$ cat src/rtl/fp_pkg.sv
// fp_pkg: shared class enum, flag indices and encoding helpers for the fp add/sub pipeline
package fp_pkg;
  typedef enum logic [1:0] {ZERO, NORM, INF, NAN} fp_class_e;
  localparam int FLAG_INV = 3;
  localparam int FLAG_OVF = 2;
  localparam int FLAG_UNF = 1;
  localparam int FLAG_INX = 0;
  function automatic int bias(input int exp_w);
    return (1 << (exp_w - 1)) - 1;
  endfunction
  function automatic logic [63:0] inf(input logic s, input int exp_w, input int man_w);
    logic [63:0] r;
    r = ((64'd1 << exp_w) - 64'd1) << man_w;
    r[exp_w+man_w] = s;
    return r;
  endfunction
  function automatic logic [63:0] qnan(input int exp_w, input int man_w);
    return inf(1'b0, exp_w, man_w) | (64'd1 << (man_w - 1));
  endfunction
endpackage

$ cat src/rtl/fp_lzc.sv
// fp_lzc: leading-zero counter; count is WIDTH when the input is all zero
module fp_lzc #(
  parameter int WIDTH = 14,
  localparam int CW = $clog2(WIDTH + 1)
) (
  input  logic [WIDTH-1:0] x,
  output logic [CW-1:0]    count,
  output logic             zero
);
  always_comb begin
    count = CW'(WIDTH);
    for (int i = 0; i < WIDTH; i++) if (x[i]) count = CW'(WIDTH - 1 - i);
  end
  assign zero = ~|x;
endmodule

$ cat src/rtl/fp_addsub_pipe.sv
// fp_addsub_pipe: 4-stage IEEE-754-style add/sub, RNE rounding, subnormal flush, valid/ready stall.
// Defining FPADD_FLAGS_EN adds flags[3:0] = {invalid, overflow, underflow, inexact}.
module fp_addsub_pipe
  import fp_pkg::*;
#(
  parameter int EXP_W = 5,
  parameter int MAN_W = 10,
  localparam int W = 1 + EXP_W + MAN_W
) (
  input  logic         clk,
  input  logic         rst,
  input  logic         in_valid,
  output logic         in_ready,
  input  logic [W-1:0] a,
  input  logic [W-1:0] b,
  input  logic         op,
  output logic         out_valid,
  input  logic         out_ready,
  output logic [W-1:0] c
`ifdef FPADD_FLAGS_EN
  ,
  output logic [3:0]   flags
`endif
);
  localparam int D = MAN_W + 4;
  localparam int LW = $clog2(D + 1);
  localparam logic [EXP_W-1:0] EMAX = '1;
  logic adv;
  assign adv = !out_valid || out_ready;
  assign in_ready = adv;
  fp_class_e ca, cb;
  logic sa, sb, a_big, spc;
  logic [EXP_W-1:0] ea, eb, el, es, d;
  logic [W-2:0] mag_a, mag_b;
  logic [D-1:0] sig_a, sig_b, sig_l, sig_s, sig_al;
  logic [W-1:0] spv;
  always_comb begin
    sa = a[W-1];
    sb = b[W-1] ^ op;
    ca = a[W-2:MAN_W] == '0 ? ZERO : a[W-2:MAN_W] != EMAX ? NORM : a[MAN_W-1:0] == '0 ? INF : NAN;
    cb = b[W-2:MAN_W] == '0 ? ZERO : b[W-2:MAN_W] != EMAX ? NORM : b[MAN_W-1:0] == '0 ? INF : NAN;
    ea = ca == ZERO ? '0 : a[W-2:MAN_W];
    eb = cb == ZERO ? '0 : b[W-2:MAN_W];
    mag_a = ca == ZERO ? '0 : a[W-2:0];
    mag_b = cb == ZERO ? '0 : b[W-2:0];
    sig_a = ca == ZERO ? '0 : {1'b1, a[MAN_W-1:0], 3'b000};
    sig_b = cb == ZERO ? '0 : {1'b1, b[MAN_W-1:0], 3'b000};
    a_big = mag_a >= mag_b;
    el = a_big ? ea : eb;
    es = a_big ? eb : ea;
    sig_l = a_big ? sig_a : sig_b;
    sig_s = a_big ? sig_b : sig_a;
    d = el - es;
    // bits shifted past the datapath fold into the sticky bit
    sig_al = 32'(d) >= MAN_W + 3 ? D'(|sig_s) : (sig_s >> d) | D'(|(sig_s << (D - 32'(d))));
    spc = ca == NAN || cb == NAN || ca == INF || cb == INF || (ca == ZERO && cb == ZERO);
    spv = ca == NAN || cb == NAN || (ca == INF && cb == INF && sa != sb) ? W'(qnan(EXP_W, MAN_W))
        : ca == INF ? W'(inf(sa, EXP_W, MAN_W)) : cb == INF ? W'(inf(sb, EXP_W, MAN_W))
        : {sa & sb, {(W-1){1'b0}}};
  end
  logic v1, v2, v3, spc1, spc2, spc3, s1, s2, s3, sub1;
  logic [W-1:0] spv1, spv2, spv3;
  logic [EXP_W-1:0] e1, e2;
  logic [EXP_W:0] e3;
  logic [D-1:0] l1, m1, sig3;
  logic [D:0] sum2;
  logic [LW-1:0] lz;
  logic lz_zero, unf, spc_n;
  logic [D-1:0] nsig;
  logic [EXP_W:0] nexp;
  logic [W-1:0] spv_n;
  fp_lzc #(.WIDTH(D)) u_lzc (.x(sum2[D-1:0]), .count(lz), .zero(lz_zero));
  always_comb begin
    unf = !sum2[D] && !lz_zero && 32'(lz) >= 32'(e2);
    nsig = sum2[D] ? {sum2[D:2], sum2[1] | sum2[0]} : sum2[D-1:0] << lz;
    nexp = sum2[D] ? {1'b0, e2} + (EXP_W+1)'(1) : {1'b0, e2} - (EXP_W+1)'(lz);
    // exact cancellation gives +0, underflow gives a signed zero
    spc_n = spc2 || (!sum2[D] && lz_zero) || unf;
    spv_n = spc2 ? spv2 : {unf & s2, {(W-1){1'b0}}};
  end
  logic inc, ovf;
  logic [MAN_W+1:0] rnd;
  logic [EXP_W:0] rexp;
  logic [W-1:0] res;
  always_comb begin
    inc = sig3[2] & (sig3[1] | sig3[0] | sig3[3]);
    rnd = {1'b0, sig3[D-1:3]} + (MAN_W+2)'(inc);
    rexp = e3 + (EXP_W+1)'(rnd[MAN_W+1]);
    ovf = rexp >= {1'b0, EMAX};
    res = spc3 ? spv3 : ovf ? {s3, EMAX, {MAN_W{1'b0}}}
        : {s3, rexp[EXP_W-1:0], rnd[MAN_W+1] ? rnd[MAN_W:1] : rnd[MAN_W-1:0]};
  end
  always_ff @(posedge clk or negedge rst)
    if (!rst) begin
      v1 <= 1'b0;
      v2 <= 1'b0;
      v3 <= 1'b0;
      out_valid <= 1'b0;
      c <= '0;
    end else if (adv) begin
      v1 <= in_valid;
      v2 <= v1;
      v3 <= v2;
      out_valid <= v3;
      c <= res;
    end
  always_ff @(posedge clk)
    if (adv) begin
      spc1 <= spc;
      spv1 <= spv;
      s1 <= a_big ? sa : sb;
      sub1 <= sa ^ sb;
      e1 <= el;
      l1 <= sig_l;
      m1 <= sig_al;
      spc2 <= spc1;
      spv2 <= spv1;
      s2 <= s1;
      e2 <= e1;
      sum2 <= sub1 ? {1'b0, l1} - {1'b0, m1} : {1'b0, l1} + {1'b0, m1};
      spc3 <= spc_n;
      spv3 <= spv_n;
      s3 <= s2;
      e3 <= nexp;
      sig3 <= nsig;
    end
`ifdef FPADD_FLAGS_EN
  logic inv1, inv2, inv3, unf3;
  always_ff @(posedge clk)
    if (adv) begin
      inv1 <= (ca == INF && cb == INF && sa != sb) || (ca == NAN && !a[MAN_W-1]) || (cb == NAN && !b[MAN_W-1]);
      inv2 <= inv1;
      inv3 <= inv2;
      unf3 <= !spc2 && unf;
    end
  always_ff @(posedge clk or negedge rst)
    if (!rst) flags <= '0;
    else if (adv) begin
      flags[FLAG_INV] <= spc3 & inv3;
      flags[FLAG_OVF] <= !spc3 & ovf;
      flags[FLAG_UNF] <= spc3 & unf3;
      flags[FLAG_INX] <= spc3 ? unf3 : (|sig3[2:0] | ovf);
    end
`endif
endmodule

$ cat config.mk
export PLATFORM = sky130hd
export DESIGN_NAME = fp_addsub_pipe
export DESIGN_NICKNAME = d
export VERILOG_FILES = /design/src/rtl/fp_pkg.sv /design/src/rtl/fp_lzc.sv /design/src/rtl/fp_addsub_pipe.sv
export SDC_FILE = /design/constraint.sdc
export NUM_CORES = 1
export LEC_CHECK = 0
export ABC_AREA = 1
export CELL_PAD_IN_SITES_DETAIL_PLACEMENT = 0
export CELL_PAD_IN_SITES_GLOBAL_PLACEMENT = 2
export CORE_MARGIN = 2
export CORE_UTILIZATION = 25
export DETAILED_ROUTE_END_ITERATION = 7
export HOLD_SLACK_MARGIN = 0.02
export PLACE_DENSITY = 0.57
export SYNTH_ARGS = -nofsm -noshare
export SYNTH_HDL_FRONTEND = slang
export SYNTH_SLANG_ARGS = --single-unit
$ cat constraint.sdc
create_clock -name clk -period 7.1 [get_ports clk]
set_input_delay 1.42 -clock clk [delete_from_list [all_inputs] [get_ports clk]]
set_output_delay 1.42 -clock clk [all_outputs]
set_load 0.02 [all_outputs]
==> summary.txt <==
Critical path
  – Critical Path AT: 5730 ps
  – FF-to-FF setup slack: ~3400 ps
  – Critical path startpoint category: input pin
  – Worst Path Max Fanout: 42
  – Crit-path slowest cell: nand4_1
  – Crit path cell chain: clkdlybuf4s50_1 -> nor2_1 -> nand4_1 -> nand2_1 -> ha_1 -> nand2_1 -> a21oi_1 -> nor2_1 -> nand2_1 -> nand2_2 -> nand4_2 -> buf_4 -> nand2_1 -> nand3_2 -> nand2_1 -> nand2_1 -> nand2_1 -> nor3_1 -> o31ai_1 -> nor2_1
  – CP Class: input pin to flip-flop
  – Required @ worst endpoint: 7190 ps
  – Largest stage delay, worst path: between 500 and 600 ps
  – Critical path endpoint category: flip-flop
  – Cell mode on critical path: nand2_1

CTS
  – CTS tree: done
  – Worst skew pair latency: 360 ps
  – # clock sinks: 106
  – # resized after CTS: 0
  – Clock transition at path regs: approximately 80 ps
  – CTS buffer count: 9
  – CTS max path bufs: 2
  – Hold Buf Count CTS: 0
  – Postcts setup bufs: 0
  – CTS HTree Levels: 3
  – Root Driver: clkbuf_16

Power
  – Total power: 3473 uW
  – Maximum VDD drop: between 0.15 and 0.2 mV
  – P_leak: a little under 0.004 uW
  – Pwr Density: 395.9 mW/mm^2

Global route
  – Pin count of the biggest net entering global routing: 76
  – Vias in the first global route: 6,460
  – Antenna violations before repair: 0
  – GRT Total Usage: 14.35%
  – First-pass GRT wire length: between 30,000 and 40,000 um
  – Global route overflow: 0

Yosys
  – Mean Syn Cell Area: about 7.7 um^2
  – Syn. warnings: 0
  – Syn nets: 1,058
  – Post-synth EDFFs: 86
  – Cell count after synthesis: 982
  – Cell area after synthesis: 0.007531 mm^2
  – Async SR Flop Fraction: a little under a fifth
  – Main synth FF type: edfxtp_1
  – Flop and latch count out of synthesis: ~110
  – Post-synthesis sequential area ratio: 40.94%
  – Synth unique cells: 50

STA
  – Final Hold Viols: 0
  – Max_slew headroom: between 30% and 40%
  – RSZ-0062 raised after global routing: false
  – Tcrit/Tclk final: between 70% and 80%
  – F_max: 177.6 MHz
  – Tmin final: 5631 ps
  – Setup Skew: 13.69 ps
  – Final slew viol count: 0
  – WHS: 423.7 ps
  – Setup total negative slack: 0 ps
  – Final setup vio count: 0
  – Worst-margin pin slew: 962.8 ps

Floorplan
  – Io pins: 55
  – Full die area: about 0.032 mm^2
  – # rows: 63
  – Die X: about 180 um
  – Core Area: 0.02964 mm^2
  – Die height: 177.6 um
  – Initial core utilization: 25.41%

Drt
  – Vias per cell: between 4 and 5
  – Routed WL per cell: 15.63 um
  – Final WL: 22,200 um
  – Drc violations: 0
  – Initial DRC count: 448
  – DRT antenna net count: 0
  – Via count: 6,518
  – Pre-antenna DRT Iters: 5

Placement
  – Hpwl dp: 17,790 um
  – Dpl cells: 1,404
  – Final GP Congestion: 0.7744
  – PortBufs: between 50 and 60

Run status
  – Status: finished clean

Final layout
  – Fin cells: between 1,000 and 1,500
  – Final nets: 1,101
  – Ant diodes: 0
  – Share of cells above drive strength 1: 4.175%
  – Area grow syn2layout: 16.50%

Hold path
  – Min-Delay Path Class: flip-flop to flip-flop

Flow run
  – Max-cap violations: 0
-- cell usage after synthesis, types with 7 or more instances --
cell	count	share of area, %
nand2_1	250	12
inv_1	120	6.0
nor2_1	88	4.4
edfxtp_1	86	34
nand3_1	82	5.4
o21ai_0	63	4.2
a21oi_1	43	2.9
ha_1	38	6.3
nand4_1	33	2.7
xor2_1	26	3.0
clkbuf_1	21	1.0
dfrtp_1	20	6.6
nor3_1	13	0.86
o22ai_1	9	0.75
xnor2_1	8	0.93
a31oi_1	7	0.58
nand2_2	7	0.58
o211ai_1	7	0.70
-- cell families (layout without fill, tap and decap cells) --
logic type	after synthesis	in the layout	share of synthesized area (%)
adders and majority gates	39	39	6.579
AOI/OAI and AO/OA	158	158	12.08
buffers and inverters	154	202	8.008
muxes	1	1	0.1329
DFF	106	106	40.94
and+or+nand+nor	490	490	28.31
xor gates and xnor gates	34	34	3.954
-- worst max-delay path: cells and delay by family --
kind	cells	cell delay (ps)
and+or+nand+nor	15	2880
buffers and inverters	2	780
adders and majority gates	1	320
AOI/OAI and AO/OA	2	310
-- cell type report --
class                           instances  area [um^2]
Clock buffer                           10        229.0
Sequential cell                       106         3083
Multi-Input combinational cell        722         3845
Tap cell                              390        488.0
Inverter                              123        464.2
Timing Repair Buffer                   63        608.1
Clock inverter                          6        56.30
Fill cell                            3298        20870
-- path summary, 6_finish.rpt --
check | from | to | cells past startpoint
max | b[11] | m1[1] | 20
min | e1[1] | e2[1] | 0
max reg2reg | m1[0] | sum2[13] | 20
min reg2reg | e1[1] | e2[1] | 0
max in group asynchronous | rst | c[5] | 1
min in group asynchronous | rst | c[11] | 1
-- placed cells by master, fill, tap and decap left out, types with 13 or more instances in the layout --
master,synthesis,layout
nor2_1,88,88
nand2_1,250,250
nand4_1,33,33
xor2_1,26,26
nand3_1,82,82
a21oi_1,43,43
edfxtp_1,86,86
ha_1,38,38
nor3_1,13,13
inv_1,120,120
o21ai_0,63,63
clkdlybuf4s50_1,0,54
dfrtp_1,20,20
-- routing by layer --
layer / global-route usage, % / part of all wire, % / vias to the layer above / wire [um]
li1: - / - / 3424 / -
met1: 19.33 / 49 / 2979 / 10820
met2: 24.43 / 48 / 101 / 10650
met3: 1.478 / 1.8 / 14 / 401
met4: 3.791 / 1.5 / 0 / 327
met5: 0 / 0 / - / 0
-- sequential cells by signal, summed over array words and instances (netlist names), 3 cells and up --
| name | flops |
|---|---|
| spv3 | 3 |
| e1 | 5 |
| spv1 | 3 |
| e2 | 5 |
| sum2 | 15 |
| c | 16 |
| spv2 | 3 |
| sig3 | 14 |
| l1 | 11 |
| e3 | 6 |
| m1 | 14 |
-- power by group --
group	internal [uW]	switching, uW
Clock	247	249
Sequential	1050	192
Combinational	633	1110
-- stage by stage --
step / setup WS [ps] / util, % / cell area, um^2
global route: 1045 / 29.60 / 8773
finish: 1469 / 29.60 / 8773
floorplan: 2107 / - / 7531
global placement: 956.5 / 28.64 / 8488
CTS: 1464 / 29.60 / 8773
detailed placement: 1080 / 28.64 / 8488
Note: power is estimated with default switching activity, not from simulation.
